===== src/rtl/kernel_cache_read_arbiter_pkg.sv =====
// Shared types, constants and the round-robin pick helper for the kernel cache
// read arbiter. No ports; imported by the arbiter top and its sub-module.
package kernel_cache_read_arbiter_pkg;

  localparam int RR_MAX_REQ = 16;
  localparam int RR_PTR_W   = 4;
  localparam int REQ_ADDR_W = 64;
  localparam int REQ_ID_W   = 16;

  localparam logic [2:0] CACHE_ARSIZE_64B = 3'b110;
  localparam logic [1:0] AXI_BURST_INCR   = 2'b01;

  typedef struct packed {
    logic [REQ_ADDR_W-1:0] addr;
    logic [7:0]            len;
    logic [REQ_ID_W-1:0]   id;
  } read_req_t;

  typedef struct packed {
    logic                found;
    logic [RR_PTR_W-1:0] idx;
  } rr_pick_t;

  // First set bit of vec[n-1:0], searching upward from ptr and wrapping at n.
  function automatic rr_pick_t rr_pick(input logic [RR_MAX_REQ-1:0] vec,
                                       input logic [RR_PTR_W-1:0]   ptr,
                                       input int                    n);
    rr_pick_t res;
    int       c;
    res = '0;
    for (int k = 0; k < RR_MAX_REQ; k++) begin
      c = (int'(ptr) + k) % n;
      if (k < n && !res.found && vec[c]) begin
        res.found = 1'b1;
        res.idx   = RR_PTR_W'(c);
      end
    end
    return res;
  endfunction

endpackage


===== src/rtl/kernel_cache_read_arbiter_arbiter_round_robin.sv =====
// Round-robin grant selector that owns the search pointer.
// Ports: ap_clk, areset (sync, active high), req (request vector),
//        enable (grant permitted this cycle), grant (one-hot),
//        grant_idx (index of grant), grant_valid (a grant is issued).
module arbiter_round_robin
  import kernel_cache_read_arbiter_pkg::*;
#(
  parameter int NUM_REQ = 4,
  parameter int IDX_W   = $clog2(NUM_REQ)
) (
  input  logic               ap_clk,
  input  logic               areset,
  input  logic [NUM_REQ-1:0] req,
  input  logic               enable,
  output logic [NUM_REQ-1:0] grant,
  output logic [IDX_W-1:0]   grant_idx,
  output logic               grant_valid
);

  logic [IDX_W-1:0] ptr;
  rr_pick_t         pick;

  always_comb begin
    pick        = rr_pick(RR_MAX_REQ'(req), RR_PTR_W'(ptr), NUM_REQ);
    grant_valid = enable && pick.found;
    grant_idx   = pick.idx[IDX_W-1:0];
    grant       = '0;
    for (int i = 0; i < NUM_REQ; i++) begin
      if (grant_valid && pick.idx == RR_PTR_W'(i)) grant[i] = 1'b1;
    end
  end

  always_ff @(posedge ap_clk) begin
    if (areset) begin
      ptr <= '0;
    end else if (grant_valid) begin
      ptr <= (grant_idx == IDX_W'(NUM_REQ - 1)) ? '0 : grant_idx + 1'b1;
    end
  end

endmodule


===== src/rtl/kernel_cache_read_arbiter.sv =====
// Round-robin arbiter sharing the cache AXI4 read slave port among NUM_REQ
// engine read masters. Granted ARs are tagged with the requester index in
// ARID; R beats are routed back by RID with zero latency.
// Ports: ap_clk/areset; cache_setup_signal blocks new grants;
//        req_ar*/req_r* per-requester AR/R channels (R payload shared);
//        s_ar*/s_r* cache S0 read channel; outstanding_count in-flight
//        bursts; rid_error sticky flag for an RID naming no requester.
//
// state    | meaning
// AR_EMPTY | holding register free; may grant one requester
// AR_FULL  | request held and presented on s_ar*, waiting for s_arready
module kernel_cache_read_arbiter
  import kernel_cache_read_arbiter_pkg::*;
#(
  parameter int NUM_REQ         = 4,
  parameter int ID_W            = 4,
  parameter int ADDR_W          = 64,
  parameter int DATA_W          = 512,
  parameter int MAX_OUTSTANDING = 16,
  localparam int CNT_W          = $clog2(MAX_OUTSTANDING + 1)
) (
  input  logic                      ap_clk,
  input  logic                      areset,
  input  logic                      cache_setup_signal,
  input  logic [NUM_REQ-1:0]        req_arvalid,
  input  logic [NUM_REQ*ADDR_W-1:0] req_araddr,
  input  logic [NUM_REQ*8-1:0]      req_arlen,
  output logic [NUM_REQ-1:0]        req_arready,
  output logic [NUM_REQ-1:0]        req_rvalid,
  output logic [DATA_W-1:0]         req_rdata,
  output logic                      req_rlast,
  output logic [1:0]                req_rresp,
  input  logic [NUM_REQ-1:0]        req_rready,
  output logic                      s_arvalid,
  output logic [ADDR_W-1:0]         s_araddr,
  output logic [7:0]                s_arlen,
  output logic [ID_W-1:0]           s_arid,
  output logic [2:0]                s_arsize,
  output logic [1:0]                s_arburst,
  input  logic                      s_arready,
  input  logic                      s_rvalid,
  input  logic [DATA_W-1:0]         s_rdata,
  input  logic                      s_rlast,
  input  logic [ID_W-1:0]           s_rid,
  input  logic [1:0]                s_rresp,
  output logic                      s_rready,
  output logic [CNT_W-1:0]          outstanding_count,
  output logic                      rid_error
);

  localparam int IDX_W = $clog2(NUM_REQ);

  typedef enum logic {AR_EMPTY, AR_FULL} ar_state_t;

  ar_state_t          state, state_nxt;
  read_req_t          held;
  logic [NUM_REQ-1:0] arb_grant;
  logic [IDX_W-1:0]   arb_idx;
  logic               arb_valid;
  logic               can_grant;
  logic [CNT_W:0]     occupancy;
  logic               ar_hs;
  logic               r_last_hs;
  logic [IDX_W-1:0]   rid_idx;
  logic               rid_bad;

  // The held entry counts toward the limit so a grant never overshoots it.
  assign occupancy = {1'b0, outstanding_count} + (CNT_W + 1)'(state == AR_FULL);
  assign can_grant = (state == AR_EMPTY) && !cache_setup_signal &&
                     (occupancy < (CNT_W + 1)'(MAX_OUTSTANDING));

  arbiter_round_robin #(
    .NUM_REQ (NUM_REQ),
    .IDX_W   (IDX_W)
  ) u_rr (
    .ap_clk      (ap_clk),
    .areset      (areset),
    .req         (req_arvalid),
    .enable      (can_grant),
    .grant       (arb_grant),
    .grant_idx   (arb_idx),
    .grant_valid (arb_valid)
  );

  assign req_arready = arb_grant;

  always_comb begin
    state_nxt = state;
    unique case (state)
      AR_EMPTY: if (arb_valid) state_nxt = AR_FULL;
      AR_FULL:  if (s_arready) state_nxt = AR_EMPTY;
      default:  state_nxt = AR_EMPTY;
    endcase
  end

  always_ff @(posedge ap_clk) begin
    if (areset) begin
      state <= AR_EMPTY;
      held  <= '0;
    end else begin
      state <= state_nxt;
      if (arb_valid) begin
        held.addr <= REQ_ADDR_W'(req_araddr[arb_idx*ADDR_W +: ADDR_W]);
        held.len  <= req_arlen[arb_idx*8 +: 8];
        held.id   <= REQ_ID_W'(arb_idx);
      end
    end
  end

  assign s_arvalid = (state == AR_FULL);
  assign s_araddr  = held.addr[ADDR_W-1:0];
  assign s_arlen   = held.len;
  assign s_arid    = held.id[ID_W-1:0];
  assign s_arsize  = CACHE_ARSIZE_64B;
  assign s_arburst = AXI_BURST_INCR;

  assign ar_hs     = s_arvalid && s_arready;
  assign r_last_hs = s_rvalid && s_rready && s_rlast;

  always_ff @(posedge ap_clk) begin
    if (areset) begin
      outstanding_count <= '0;
    end else begin
      case ({ar_hs, r_last_hs})
        2'b10:   outstanding_count <= outstanding_count + 1'b1;
        2'b01:   if (outstanding_count != '0) outstanding_count <= outstanding_count - 1'b1;
        default: outstanding_count <= outstanding_count;
      endcase
    end
  end

  // Comparing the full RID catches both nonzero upper bits and an index
  // beyond NUM_REQ; such beats are drained so the cache never stalls.
  always_comb begin
    rid_idx    = s_rid[IDX_W-1:0];
    rid_bad    = (32'(s_rid) >= 32'(NUM_REQ));
    req_rvalid = '0;
    s_rready   = rid_bad;
    for (int i = 0; i < NUM_REQ; i++) begin
      if (!rid_bad && rid_idx == IDX_W'(i)) begin
        req_rvalid[i] = s_rvalid;
        s_rready      = req_rready[i];
      end
    end
  end

  assign req_rdata = s_rdata;
  assign req_rlast = s_rlast;
  assign req_rresp = s_rresp;

  always_ff @(posedge ap_clk) begin
    if (areset)                   rid_error <= 1'b0;
    else if (s_rvalid && rid_bad) rid_error <= 1'b1;
  end

endmodule


===== config.mk =====
export PLATFORM = sky130hd
export DESIGN_NAME = kernel_cache_read_arbiter
export DESIGN_NICKNAME = d
export VERILOG_FILES = /design/src/rtl/kernel_cache_read_arbiter_pkg.sv /design/src/rtl/kernel_cache_read_arbiter_arbiter_round_robin.sv /design/src/rtl/kernel_cache_read_arbiter.sv
export SDC_FILE = /design/constraint.sdc
export NUM_CORES = 1
export LEC_CHECK = 0
export BUFFER_PORTS_ARGS = -buffer_cell sky130_fd_sc_hd__buf_2
export CAP_MARGIN = 20
export CORE_AREA = 2 2 565 567
export CTS_CLUSTER_DIAMETER = 30
export DETAILED_ROUTE_END_ITERATION = 16
export DIE_AREA = 0 0 567 569
export PLACE_DENSITY_LB_ADDON = 0.08
export RECOVER_POWER = 100
export REMOVE_ABC_BUFFERS = 1
export SLEW_MARGIN = 10
export SYNTH_ARGS = -nofsm -noshare
export SYNTH_HDL_FRONTEND = slang
export SYNTH_HIERARCHICAL = 1
export SYNTH_SLANG_ARGS = --single-unit

===== constraint.sdc =====
create_clock -name ap_clk -period 3.4 [get_ports ap_clk]
set_input_delay 0.17 -clock ap_clk [delete_from_list [all_inputs] [get_ports ap_clk]]
set_output_delay 0.17 -clock ap_clk [all_outputs]
set_load 0.05 [all_outputs]

# Word level (Yosys, flattened, before mapping)
# Cells that the tools add are included.
# op_classes
n_addsub,7
magnitude_cmp,6
eq_ne,10
shifts,2
muxes,33
bitwise_logic,4
reduce_logical,31
# op_table
cell,count
256-bit by 9-bit variable part select with 64-bit output,1
32-bit by 6-bit variable part select with 8-bit output,1
5-bit two-way mux,5
1-bit two-way mux,21
1-bit logical AND,18
3-bit by 6-bit < comparator with 1-bit output (second input constant),3
5-bit one-hot mux with 2 select lines,1
1-bit binary-select mux with 3-bit select,3
2-bit equality test (second input constant),4
4-bit by 2-bit equality test with 1-bit output (second input constant),2
5-bit by 1-bit adder with 6-bit output,1
6-bit by 5-bit < comparator with 1-bit output (second input constant),1
2-bit OR reduction,3
5-bit by 1-bit adder with 5-bit output (second input constant),1
1-bit zero test,5
2-bit by 5-bit < comparator with 1-bit output (second input constant),1
5-bit nonzero test,1
5-bit by 1-bit subtractor with 5-bit output (second input constant),1
2-bit by 1-bit adder with 2-bit output (second input constant),2
2-bit adder (second input constant),2
2-bit by 1-bit equality test with 1-bit output (second input constant),2
4-bit by 1-bit equality test with 1-bit output (second input constant),1
4-bit by 3-bit >= comparator with 1-bit output (second input constant),1
4-bit zero test,1
9 further kinds,11
# totals
regBits,83
input_bits,820
wordCells,100

# Depth between registers and ports, before layout
# Gate-level depths: netlist of the first run.
# depth
depth_word,17
mapped_depth,10
depth_no_buf,10

# Hierarchy
# Netlist of the first run, hierarchy kept.
# by_module_without_submodules
module,n_inst,cells_per_inst,area_per_inst_um2,seq_area_each_um2
kernel_cache_read_arbiter,1,911,8723.4,1621.6
arbiter_round_robin,1,26,219.0,40.0

# Worst setup path after synthesis of the first run
# OpenSTA, ideal clock, no wires.
# synth_path
kind,reg-to-reg
from,register state (netlist: s_arvalid)
to,register outstanding_count[4]
setup_ns,0.121
arrival_ns,2.294
required_ns,3.279
slack_ns,0.985
path_stages_with_launch,9
path_buffers,0
synth_period_minus_slack_ns,2.415
path_cell_list,dfxtp_1 > nand2_1 > and2_4 > ha_1 > and2b_1 > o21ai_0 > a211oi_1 > a41oi_2 > mux2_4
# synth_via
elab_chain_cells,4
# synth_rtl
item,line,source
from (decl),kernel_cache_read_arbiter.sv:55,"ar_state_t state, state_nxt;"
from (signal assigned),kernel_cache_read_arbiter.sv:101,state <= state_nxt;
1-bit logical AND (*),kernel_cache_read_arbiter.sv:117,assign ar_hs = s_arvalid && s_arready;
2-bit by 1-bit equality test with 1-bit output / 2-bit equality test (equally long branches),kernel_cache_read_arbiter.sv:124,"case ({ar_hs, r_last_hs})"
2-bit != test (no source line) / 2-bit nonzero test (equally long branches),n/a,
2-bit AND reduction (no source line),n/a,
to (signal assigned),kernel_cache_read_arbiter.sv:125,2'b10: outstanding_count <= outstanding_count + 1'b1;
to (signal assigned),kernel_cache_read_arbiter.sv:126,2'b01: if (outstanding_count != '0) outstanding_count <= outstanding_count - 1'b1;
to (signal assigned),kernel_cache_read_arbiter.sv:127,default: outstanding_count <= outstanding_count;
to (decl),kernel_cache_read_arbiter.sv:47,"output logic [CNT_W-1:0] outstanding_count,"
# Every way passes the cells marked *; elsewhere a longest branch is shown, timed or not.
# A chain may end at the register's enable or synchronous reset.

# Worst setup path after layout of the first run
# layout_path
from,input port s_rvalid
to,register outstanding_count[4]
# layout_via
elab_chain_cells,5
# layout_rtl
item,line,source
from (decl),kernel_cache_read_arbiter.sv:41,"input logic s_rvalid,"
1-bit logical AND (*) (2 in series),kernel_cache_read_arbiter.sv:118,assign r_last_hs = s_rvalid && s_rready && s_rlast;
2-bit by 1-bit equality test with 1-bit output / 2-bit equality test (equally long branches),kernel_cache_read_arbiter.sv:124,
2-bit != test (no source line) / 2-bit nonzero test (equally long branches),n/a,
2-bit AND reduction (no source line),n/a,
# Marks and branches as above.

==> results of run 1 <==
Yosys cell counts:
library cell,n,area share [%]
nor2b_1,1,0.070
a221oi_2,1,0.17
nand2_1,4,0.17
mux4_2,72,18
o21ai_0,3,0.17
o41a_1,1,0.13
clkbuf_1,20,0.84
mux2i_1,80,9.0
a22oi_1,1,0.084
and3_2,1,0.084
nor3_1,3,0.17
a211oi_1,4,0.34
conb_1,2,0.084
mux2_4,1,0.17
or4_1,1,0.084
a21o_1,1,0.084
inv_1,7,0.29
and4_2,1,0.11
nand2b_1,1,0.070
nor3b_1,4,0.34
xnor2_1,3,0.29
a2bb2oi_1,2,0.20
buf_4,522,44
and2_4,1,0.098
nand3b_1,1,0.084
buf_6,2,0.25
fa_1,1,0.22
and2_2,1,0.084
nor3_4,1,0.18
a41oi_2,1,0.18
nor3b_2,1,0.14
ha_1,4,0.56
buf_2,13,0.73
and3b_2,1,0.11
and2b_1,1,0.084
a21oi_1,5,0.28
nor2_1,85,3.6
dfxtp_1,83,19
final cells by class:
| class | instances | area share, % |
|---|---|---|
| well taps | 4180 | 41.7 |
| multi-input cells | 295 | 25.5 |
| repair buffers | 414 | 16.5 |
| flip-flops and latches | 83 | 13.3 |
| clock buffers | 10 | 1.91 |
| clock inverters | 6 | 0.758 |
| inverters | 7 | 0.210 |
| diodes | 6 | 0.120 |
worst min-delay path by stage:
| stage | start | endpoint | cells after the start |
|---|---|---|---|
| floorplan | areset | outstanding_count[0] | 1 |
| global placement | s_rdata[24] | req_rdata[24] | 0 |
| detailed placement | s_rdata[24] | req_rdata[24] | 0 |
| CTS | s_arready | s_arvalid | 4 |
| global route | s_rid[3] | rid_error | 5 |
| finish | s_arready | s_arvalid | 4 |
through the flow:
step	cells	power [mW]
3_5_place_dp	4978	3.39
2_1_floorplan	385	2.47
4_1_cts	4995	4.98
6_report	5001	4.68
5_1_grt	4998	4.99
3_3_place_gp	4978	3.41
registers in the layout (all words and copies together) (netlist names):
| register | count |
|---|---|
| s_arlen | 8 |
| outstanding_count | 5 |
| s_arid | 2 |
| s_araddr | 64 |
| u_rr/ptr | 2 |
| rid_error | 1 |
| s_arvalid | 1 |
kinds of logic after synthesis:
logic type               count (synthesis)
AO/OA/AOI/OAI                           19
XOR/XNOR                                 3
adder cells (fa/ha/maj)                  5
buffers and inverters                  564
flip-flops                              83
multiplexers                           153
other                                    2
AND/OR/NAND/NOR                        108
cells in the final DEF, fill, tap and decap left out, types with 2 or more instances in the layout:
cell type / instances
a21oi_1: 5
nand2_1: 4
nor3b_1: 4
ha_1: 4
clkbuf_2: 4
buf_2: 305
buf_4: 8
conb_1: 7
o21ai_0: 3
bufinv_16: 2
nor3_1: 3
dfxtp_1: 83
clkbuf_1: 89
inv_1: 7
diode_2: 6
mux2i_1: 80
mux4_2: 72
xnor2_1: 3
nor2_1: 85
clkbuf_16: 9
clkinvlp_4: 2
a211oi_1: 4
buf_12: 5
repair_timing:
action                                 CTS  global route
hold buffers                             1             0
endpoints found under the hold margin    1             0
setup buffers                            0             0
power breakdown:
group	internal, mW	switching (mW)
clock network	0.677	0.767
logic	0.697	1.35
registers	1.10	0.0853
worst max-delay path, cell delays in order:
cell           delay (ns)
dlygate4sd3_1        0.53
buf_2                0.14
nand2_1              0.12
a221oi_2             0.78
and2_4               0.33
inv_1                0.06
fa_1                 0.40
and2b_1              0.21
o21ai_0              0.13
a211oi_1             0.32
a41oi_2              0.07
mux2_1               0.33
metal layers:
metal / vias to the layer above / GRT usage, % / part of all wire [%]
met1: 3265 / 4.32 / 6.9
met5: - / 11.2 / 1.2
met3: 212 / 39.6 / 35
met2: 2125 / 43.6 / 51
li1: 2360 / - / -
met4: 62 / 10.9 / 6.4
==> flow_metrics.py, run 1 <==
metrics = {
    "setup_path": {
        "rr_worst_depth": 8,
        "crit_end": "outstanding_count[4]",
        "worstPathArrival_ns": 3.61,
        "startpoint_type": "primary input",
        "worst_ep_required_time_ns": 3.75,
        "crit_fanout": 5,
        "crit_type": "in -> reg",
        "r2r_end": "s_araddr[48]",
        "critPathLaunch": "s_rvalid",
        "worstReg2RegStart": "u_rr/ptr[1]",
        "reg2reg_slack_ns": 0.31,
        "crit_path_end_kind": "flip-flop",
    },
    "sta": {
        "fin_crit_sh_pct": 95.9,
        "tightest_slew_ns": 1.76,
        "fmax_mhz": 307,
        "rsz0062_at_grt": "false",
        "period_minus_slack_ns": 3.26,
        "finClkSkew_ns": 0.0325,
        "finalHoldViolations": 0,
        "setup_viol": 0,
        "fin_ws_ns": 0.140,
        "whs_ns": 0.0904,
        "finalMaxSlewViolations": 28,
        "relSlewSlack_pct": -17.6,
        "fin_setup_tns_ns": 0,
    },
    "layout": {
        "utilization_pct": 3.96,
        "syn2layout_area_growth_pct": 40.2,
        "regArea_mm2": 0.00166,
        "drive_above_1_share_pct": 51.9,
        "final_nets": 1635,
        "fillers": 37600,
        "multi_input_area_mm2": 0.00320,
        "final_cell_area_mm2": 0.0125,
    },
    "clocking": {
        "htree_levels": 3,
        "cts_sinks": 83,
        "cts_buffers": 9,
        "clk_latency_ns": 0.48,
        "cts_resized": 0,
        "clkTransAtPathRegs_ns": 0.09,
        "clk_path_buf_depth": 2,
        "root_buffer": "clkbuf_16",
        "cts_tree": "built",
    },
    "place": {
        "hpwl_um": 381000,
        "placed_area_mm2": 0.0123,
        "port_buffers": 396,
        "gp_congestion": 1.44,
        "dp_slack_ns": -0.0907,
    },
    "route": {
        "dr.pass1.iters": 5,
        "finalWirelength_um": 394000,
        "vias": 8024,
        "drtIter0Drc": 724,
        "postRouteAntennaNets": 0,
        "wl_per_cell_um": 78.8,
        "viasPerCell": 1.60,
        "drc": 0,
    },
    "floorplanning": {
        "initial_core_util_pct": 2.82,
        "io_pins": 1432,
        "design.core.area_mm2": 0.317,
        "row_count": 207,
        "dieArea_mm2": 0.323,
        "die_h_um": 569,
        "die_x_um": 567,
    },
    "synth": {
        "synth_seq_cells": 83,
        "synthXorXnorAreaFrac_pct": 0.294,
        "synth-simple-area-share_pct": 5.44,
        "synth_top_family_by_area": "buffers and inverters",
        "yosysUniqueCellTypes": 38,
        "syn_area_mm2": 0.00894,
        "syn_avg_cell_area_um2": 9.54,
        "synthCells": 937,
        "synth.area.mux_share_pct": 27.3,
        "ys_seq_area_share_pct": 18.6,
        "synth_compound_area_share_pct": 1.62,
        "synthAdderAreaFrac_pct": 0.784,
        "ys.warnings.count": 6,
    },
    "pwr": {
        "leakagePower_nw": 3.40,
        "power_density_mw_per_mm2": 373,
        "peakVddDrop_v": 0.000296,
    },
    "min_path": {
        "hold_path.class": "in -> reg",
    },
    "grt": {
        "grt_max_degree": 44,
        "grt_pass1_wl_um": 414000,
        "grt_pass1_vias": 7485,
        "antenna_found_initial": 33,
        "grt_usage_pct": 23.8,
        "grt-ovfl-total": 0,
    },
    "outcome": {
        "violations": "capacitance limit, slew limit",
        "outcome": "finished with violations",
    },
    "job": {
        "cap_violations": 2,
    },
}
No activity file was read; power rests on OpenSTA's default activity.
==> run 2, diff against run 1 <==
CORE_AREA = 2 2 563 565   (was 2 2 565 567)
DIE_AREA = 0 0 565 567   (was 0 0 567 569)
clock period = 2.8 ns   (was 3.4 ns; I/O delays follow)
==> flow_metrics.py, run 2 (same netlist as run 1, synthesis figures left out) <==
metrics = {
    "setup_path": {
        "crit_fanout": 6,
        "crit_type": "in -> reg",
        "worst_ep_required_time_ns": 3.26,
        "crit_path_end_kind": "flip-flop",
        "worstPathArrival_ns": 3.27,
        "startpoint_type": "primary input",
        "critPathLaunch": "s_rid[1]",
        "worstReg2RegStart": "u_rr/ptr[1]",
    },
    "grt": {
        "grt_usage_pct": 24.0,
        "grt_max_degree": 43,
        "antenna_found_initial": 13,
        "grt-ovfl-total": 0,
        "grt_pass1_wl_um": 413000,
        "grt_pass1_vias": 7930,
    },
    "sta": {
        "setup_viol": 1,
        "fin_ws_ns": -0.00277,
        "fin_crit_sh_pct": 100,
        "fmax_mhz": 357,
        "tightest_slew_ns": 1.42,
        "period_minus_slack_ns": 2.80,
        "finClkSkew_ns": 0.0318,
        "finalHoldViolations": 0,
        "finalMaxSlewViolations": 0,
        "whs_ns": 0.0421,
        "rsz0062_at_grt": "false",
        "relSlewSlack_pct": 5.42,
    },
    "layout": {
        "largest_register_ffs": 64,
        "final_nets": 1719,
        "layout_common_cells": "buf_2 (303), clkbuf_1 (90), nor2_1 (85)",
        "final_common_cell": "buf_2",
        "syn2layout_area_growth_pct": 50.2,
        "final_cell_area_mm2": 0.0134,
        "drive_above_1_share_pct": 49.6,
    },
    "clocking": {
        "clk_path_buf_depth": 3,
        "clkTransAtPathRegs_ns": 0.11,
        "clk_latency_ns": 0.57,
        "root_buffer": "clkbuf_16",
        "cts_tree": "built",
        "cts_buffers": 13,
        "htree_levels": 3,
        "cts_sinks": 83,
    },
    "route": {
        "drc": 0,
        "vias": 8397,
        "viasPerCell": 1.66,
        "wl_per_cell_um": 78.0,
        "dr.pass1.iters": 7,
        "finalWirelength_um": 395000,
        "drtIter0Drc": 779,
        "postRouteAntennaNets": 0,
    },
    "outcome": {
        "outcome": "finished with violations",
        "violations": "setup timing",
    },
    "pwr": {
        "power_density_mw_per_mm2": 450,
        "leakagePower_nw": 3.80,
        "peakVddDrop_v": 0.000318,
    },
    "place": {
        "hpwl_um": 382000,
        "port_buffers": 396,
        "gp_congestion": 1.36,
        "placed_area_mm2": 0.0125,
        "dp_slack_ns": -0.758,
    },
    "floorplanning": {
        "design.core.area_mm2": 0.314,
        "die_x_um": 565,
        "row_count": 206,
        "initial_core_util_pct": 2.85,
        "die_h_um": 567,
        "dieArea_mm2": 0.320,
        "io_pins": 1432,
    },
    "min_path": {
        "hold_path.class": "in -> reg",
        "hp-start": "req_araddr[163]",
    },
    "job": {
        "cap_violations": 0,
    },
}
[run 2: changes by cell type in the layout (fill, tap and decap cells not counted), moves of 2 or more]
| cell | change |
|---|---|
| buf_12 | +4 |
| buf_2 | -2 |
| buf_4 | +9 |
| clkbuf_16 | +4 |
| clkbuf_2 | +2 |
| clkinvlp_4 | -2 |
| diode_2 | +3 |
| dlygate4sd3_1 | +65 |
| mux2i_1 | -2 |
| mux2i_2 | +2 |
| nor3b_1 | -2 |
| nor3b_2 | +2 |
[run 2: metal layers]
layer / GRT usage [%] / share of wire (%) / vias up / routed length (um)
met4: 10.7 / 5.9 / 44 / 23200
met3: 39.6 / 35 / 182 / 137000
met2: 44.4 / 51 / 2109 / 203000
met1: 4.54 / 7.5 / 3538 / 29500
li1: - / - / 2524 / -
met5: 5.87 / 0.55 / - / 2160
[run 2: final timing paths]
| check | to | slack (ns) | cells after the start |
|---|---|---|---|
| max reg2reg | s_araddr[42] | 0.19 | 9 |
| min | s_araddr[35] | 0.04 | 4 |
| min reg2reg | s_araddr[22] | 0.50 | 2 |
| max | outstanding_count[4] | -0.003 | 12 |
[run 2: through the flow]
| step | setup TNS, ns | total power, mW | cells | utilization, % |
|---|---|---|---|---|
| 5_1_grt | 0 | 6.42 | 5059 | 4.27 |
| 3_5_place_dp | -1.37 | 4.21 | 4972 | 3.98 |
| 3_3_place_gp | -1.43 | 4.24 | 4972 | 3.98 |
| 4_1_cts | 0 | 6.43 | 5055 | 4.31 |
| 2_1_floorplan | -201.45 | 3.00 | 385 | - |
| 6_report | -0.00277 | 6.05 | 5065 | 4.28 |
[run 2: cell type report]
class,instances,area (um^2)
inverters,7,26.3
flip-flops and latches,83,1660
fillers,37400,301000
multi-input cells,295,3240
well taps,4160,5200
clock buffers,15,353
diodes,9,22.5
repair buffers,494,2880
clock inverters,2,35.0
[run 2: what timing repair did]
action / in CTS / in global routing
hold buffers: 66 / 0
buffers inserted: 0 / 1
endpoints found under the setup margin: 1 / 2
pin swaps: 0 / 1
gates cloned: 0 / 0
hold endpoints to repair: 32 / 0
resized for setup: 2 / 2
[run 2: worst max-delay path, cell delays in order]
cell	delay, ns
buf_2	0.14
nor3_1	0.91
a221oi_4	0.22
clkbuf_1	0.17
and2_4	0.16
buf_4	0.15
ha_1	0.29
and2b_1	0.16
o21ai_0	0.25
a211oi_1	0.14
a41oi_2	0.21
mux2_4	0.32
[run 2: report_power, final]
part / switching, mW / leakage [nW] / total, mW / internal, mW
clock: 0.979 / 0.193 / 1.97 / 0.988
sequential: 0.108 / 0.682 / 1.44 / 1.33
combinational: 1.68 / 2.93 / 2.64 / 0.954
total: 2.77 / 3.80 / 6.05 / 3.28
==> run 3, diff against run 2 <==
SKIP_CTS_REPAIR_TIMING = 1   (was unset)
==> flow_metrics.py, run 3 (same netlist as run 1, synthesis figures left out) <==
metrics = {
    "sta": {
        "period_minus_slack_ns": 2.83,
        "fmax_mhz": 354,
        "fin_ws_ns": -0.0268,
        "fin_crit_sh_pct": 101,
        "finalMaxSlewViolations": 0,
        "setup_viol": 1,
        "whs_ns": -0.0238,
        "finalHoldViolations": 1,
        "finClkSkew_ns": 0.0345,
        "rsz0062_at_grt": "false",
        "tightest_slew_ns": 1.37,
        "relSlewSlack_pct": 8.73,
    },
    "route": {
        "viasPerCell": 1.66,
        "postRouteAntennaNets": 0,
        "vias": 8309,
        "drc": 0,
        "finalWirelength_um": 396000,
        "dr.pass1.iters": 4,
        "drtIter0Drc": 707,
        "wl_per_cell_um": 79.2,
    },
    "floorplanning": {
        "die_h_um": 567,
        "row_count": 206,
        "die_x_um": 565,
        "initial_core_util_pct": 2.85,
        "design.core.area_mm2": 0.314,
        "io_pins": 1432,
        "dieArea_mm2": 0.320,
    },
    "setup_path": {
        "crit_type": "in -> reg",
        "slowest_delay_ns": 0.83,
        "slowest_stage": "nor3_1",
        "worstPathArrival_ns": 3.29,
        "crit_fanout": 6,
        "startpoint_type": "primary input",
        "crit_chain": "buf_2 > nor3_1 > a221oi_2 > clkbuf_4 > and2_4 > buf_4 > ha_1 > and2b_1 > o21ai_0 > a211oi_1 > a41oi_2 > mux2_4",
        "worst_ep_required_time_ns": 3.27,
        "crit_path_end_kind": "flip-flop",
    },
    "clocking": {
        "cts_sinks": 83,
        "htree_levels": 3,
        "clkTransAtPathRegs_ns": 0.10,
        "clk_path_buf_depth": 3,
        "clk_latency_ns": 0.57,
        "cts_tree": "built",
        "root_buffer": "clkbuf_16",
        "cts_buffers": 13,
    },
    "grt": {
        "use_met1_pct": 4.25,
        "antenna_found_initial": 15,
        "met2_usage_pct": 44.0,
        "grt-ovfl-total": 0,
        "grt_util_met3_pct": 39.9,
        "grt_max_degree": 43,
        "grt_pass1_wl_um": 414000,
        "grt_usage_pct": 24.1,
        "grt_busiest_layer": "met2",
        "grt_pass1_vias": 7693,
    },
    "job": {
        "cap_violations": 0,
    },
    "place": {
        "hpwl_um": 382000,
        "dp_slack_ns": -0.758,
        "gp_congestion": 1.36,
        "port_buffers": 396,
        "dp.cells": 4972,
    },
    "pwr": {
        "combPwrFrac_pct": 42.9,
        "seqPwrFrac_pct": 24.1,
        "leakagePower_nw": 3.54,
        "switching_share_pct": 46.2,
        "p_sw_mw": 2.76,
        "power_frac_clock_pct": 33.0,
        "power_density_mw_per_mm2": 468,
        "intPower_mw": 3.22,
        "peakVddDrop_v": 0.000316,
    },
    "layout": {
        "regArea_mm2": 0.00166,
        "drive_above_1_share_pct": 53.5,
        "largest_register_ffs": 64,
        "final_nets": 1654,
        "final_common_cell": "buf_2",
        "layout_common_cells": "buf_2 (307), clkbuf_1 (87), nor2_1 (85)",
        "instances_no_fill": 5000,
        "syn2layout_area_growth_pct": 42.9,
        "multi_input_area_mm2": 0.00323,
        "fillers": 37400,
    },
    "outcome": {
        "outcome": "finished with violations",
        "violations": "hold timing, setup timing",
    },
    "min_path": {
        "hold_path.class": "in -> reg",
    },
}
## run 3: cell types whose count changed in the layout (fill, tap and decap cells not counted), moves of 2 or more
cell	before	now
buf_2	303	307
dlygate4sd3_1	66	2
clkbuf_1	90	87
buf_6	2	0
## run 3: worst max-delay path: cells and delay by family
family | cells | cell delay [ns]
multiplexers | 1 | 0.32
adder cells (fa/ha/maj) | 1 | 0.29
AND/OR/NAND/NOR | 3 | 1.14
AO/OA/AOI/OAI | 4 | 0.88
buffers and inverters | 3 | 0.51
## run 3: area by class of cell
class	count	area share (%)
Sequential cell	83	13.0
Clock buffer	15	2.76
Multi-Input combinational cell	295	25.3
Timing Repair Buffer	429	17.5
Inverter	7	0.206
Clock inverter	2	0.274
Tap cell	4160	40.7
Antenna cell	9	0.176
## run 3: path summary, 6_finish.rpt
check / start / end / slack (ns) / depth (start not counted)
min reg2reg: rid_error / rid_error / 0.49 / 2
min: s_rid[3] / rid_error / -0.02 / 5
max reg2reg: u_rr/ptr[1] / s_araddr[42] / 0.24 / 7
max: s_rid[1] / outstanding_count[4] / -0.03 / 12
## run 3: metrics by stage
step	TNS [ns]	area, um^2	power [mW]	util [%]
2_1_floorplan	-201.45	4880	3.00	-
3_5_place_dp	-1.37	12500	4.21	3.98
5_1_grt	0	12800	6.35	4.06
6_report	-0.0268	12800	5.97	4.07
4_1_cts	-0.117	12900	6.36	4.10
3_3_place_gp	-1.43	12500	4.24	3.98
## run 3: power by group through the flow
| stage | combinational (mW) | sequential, mW | clock, mW |
|---|---|---|---|
| 2_1_floorplan | 1.05 | 1.95 | 0 |
| 3_3_place_gp | 2.76 | 1.48 | 0 |
| 3_5_place_dp | 2.74 | 1.47 | 0 |
| 4_1_cts | 2.75 | 1.45 | 2.16 |
| 5_1_grt | 2.75 | 1.47 | 2.13 |
| 6_report | 2.56 | 1.44 | 1.97 |
## run 3: routing by layer
| layer | up-vias | wire length [um] |
|---|---|---|
| li1 | 2394 | - |
| met1 | 3448 | 26900 |
| met2 | 2227 | 202000 |
| met3 | 190 | 139000 |
| met4 | 50 | 24300 |
| met5 | - | 4130 |
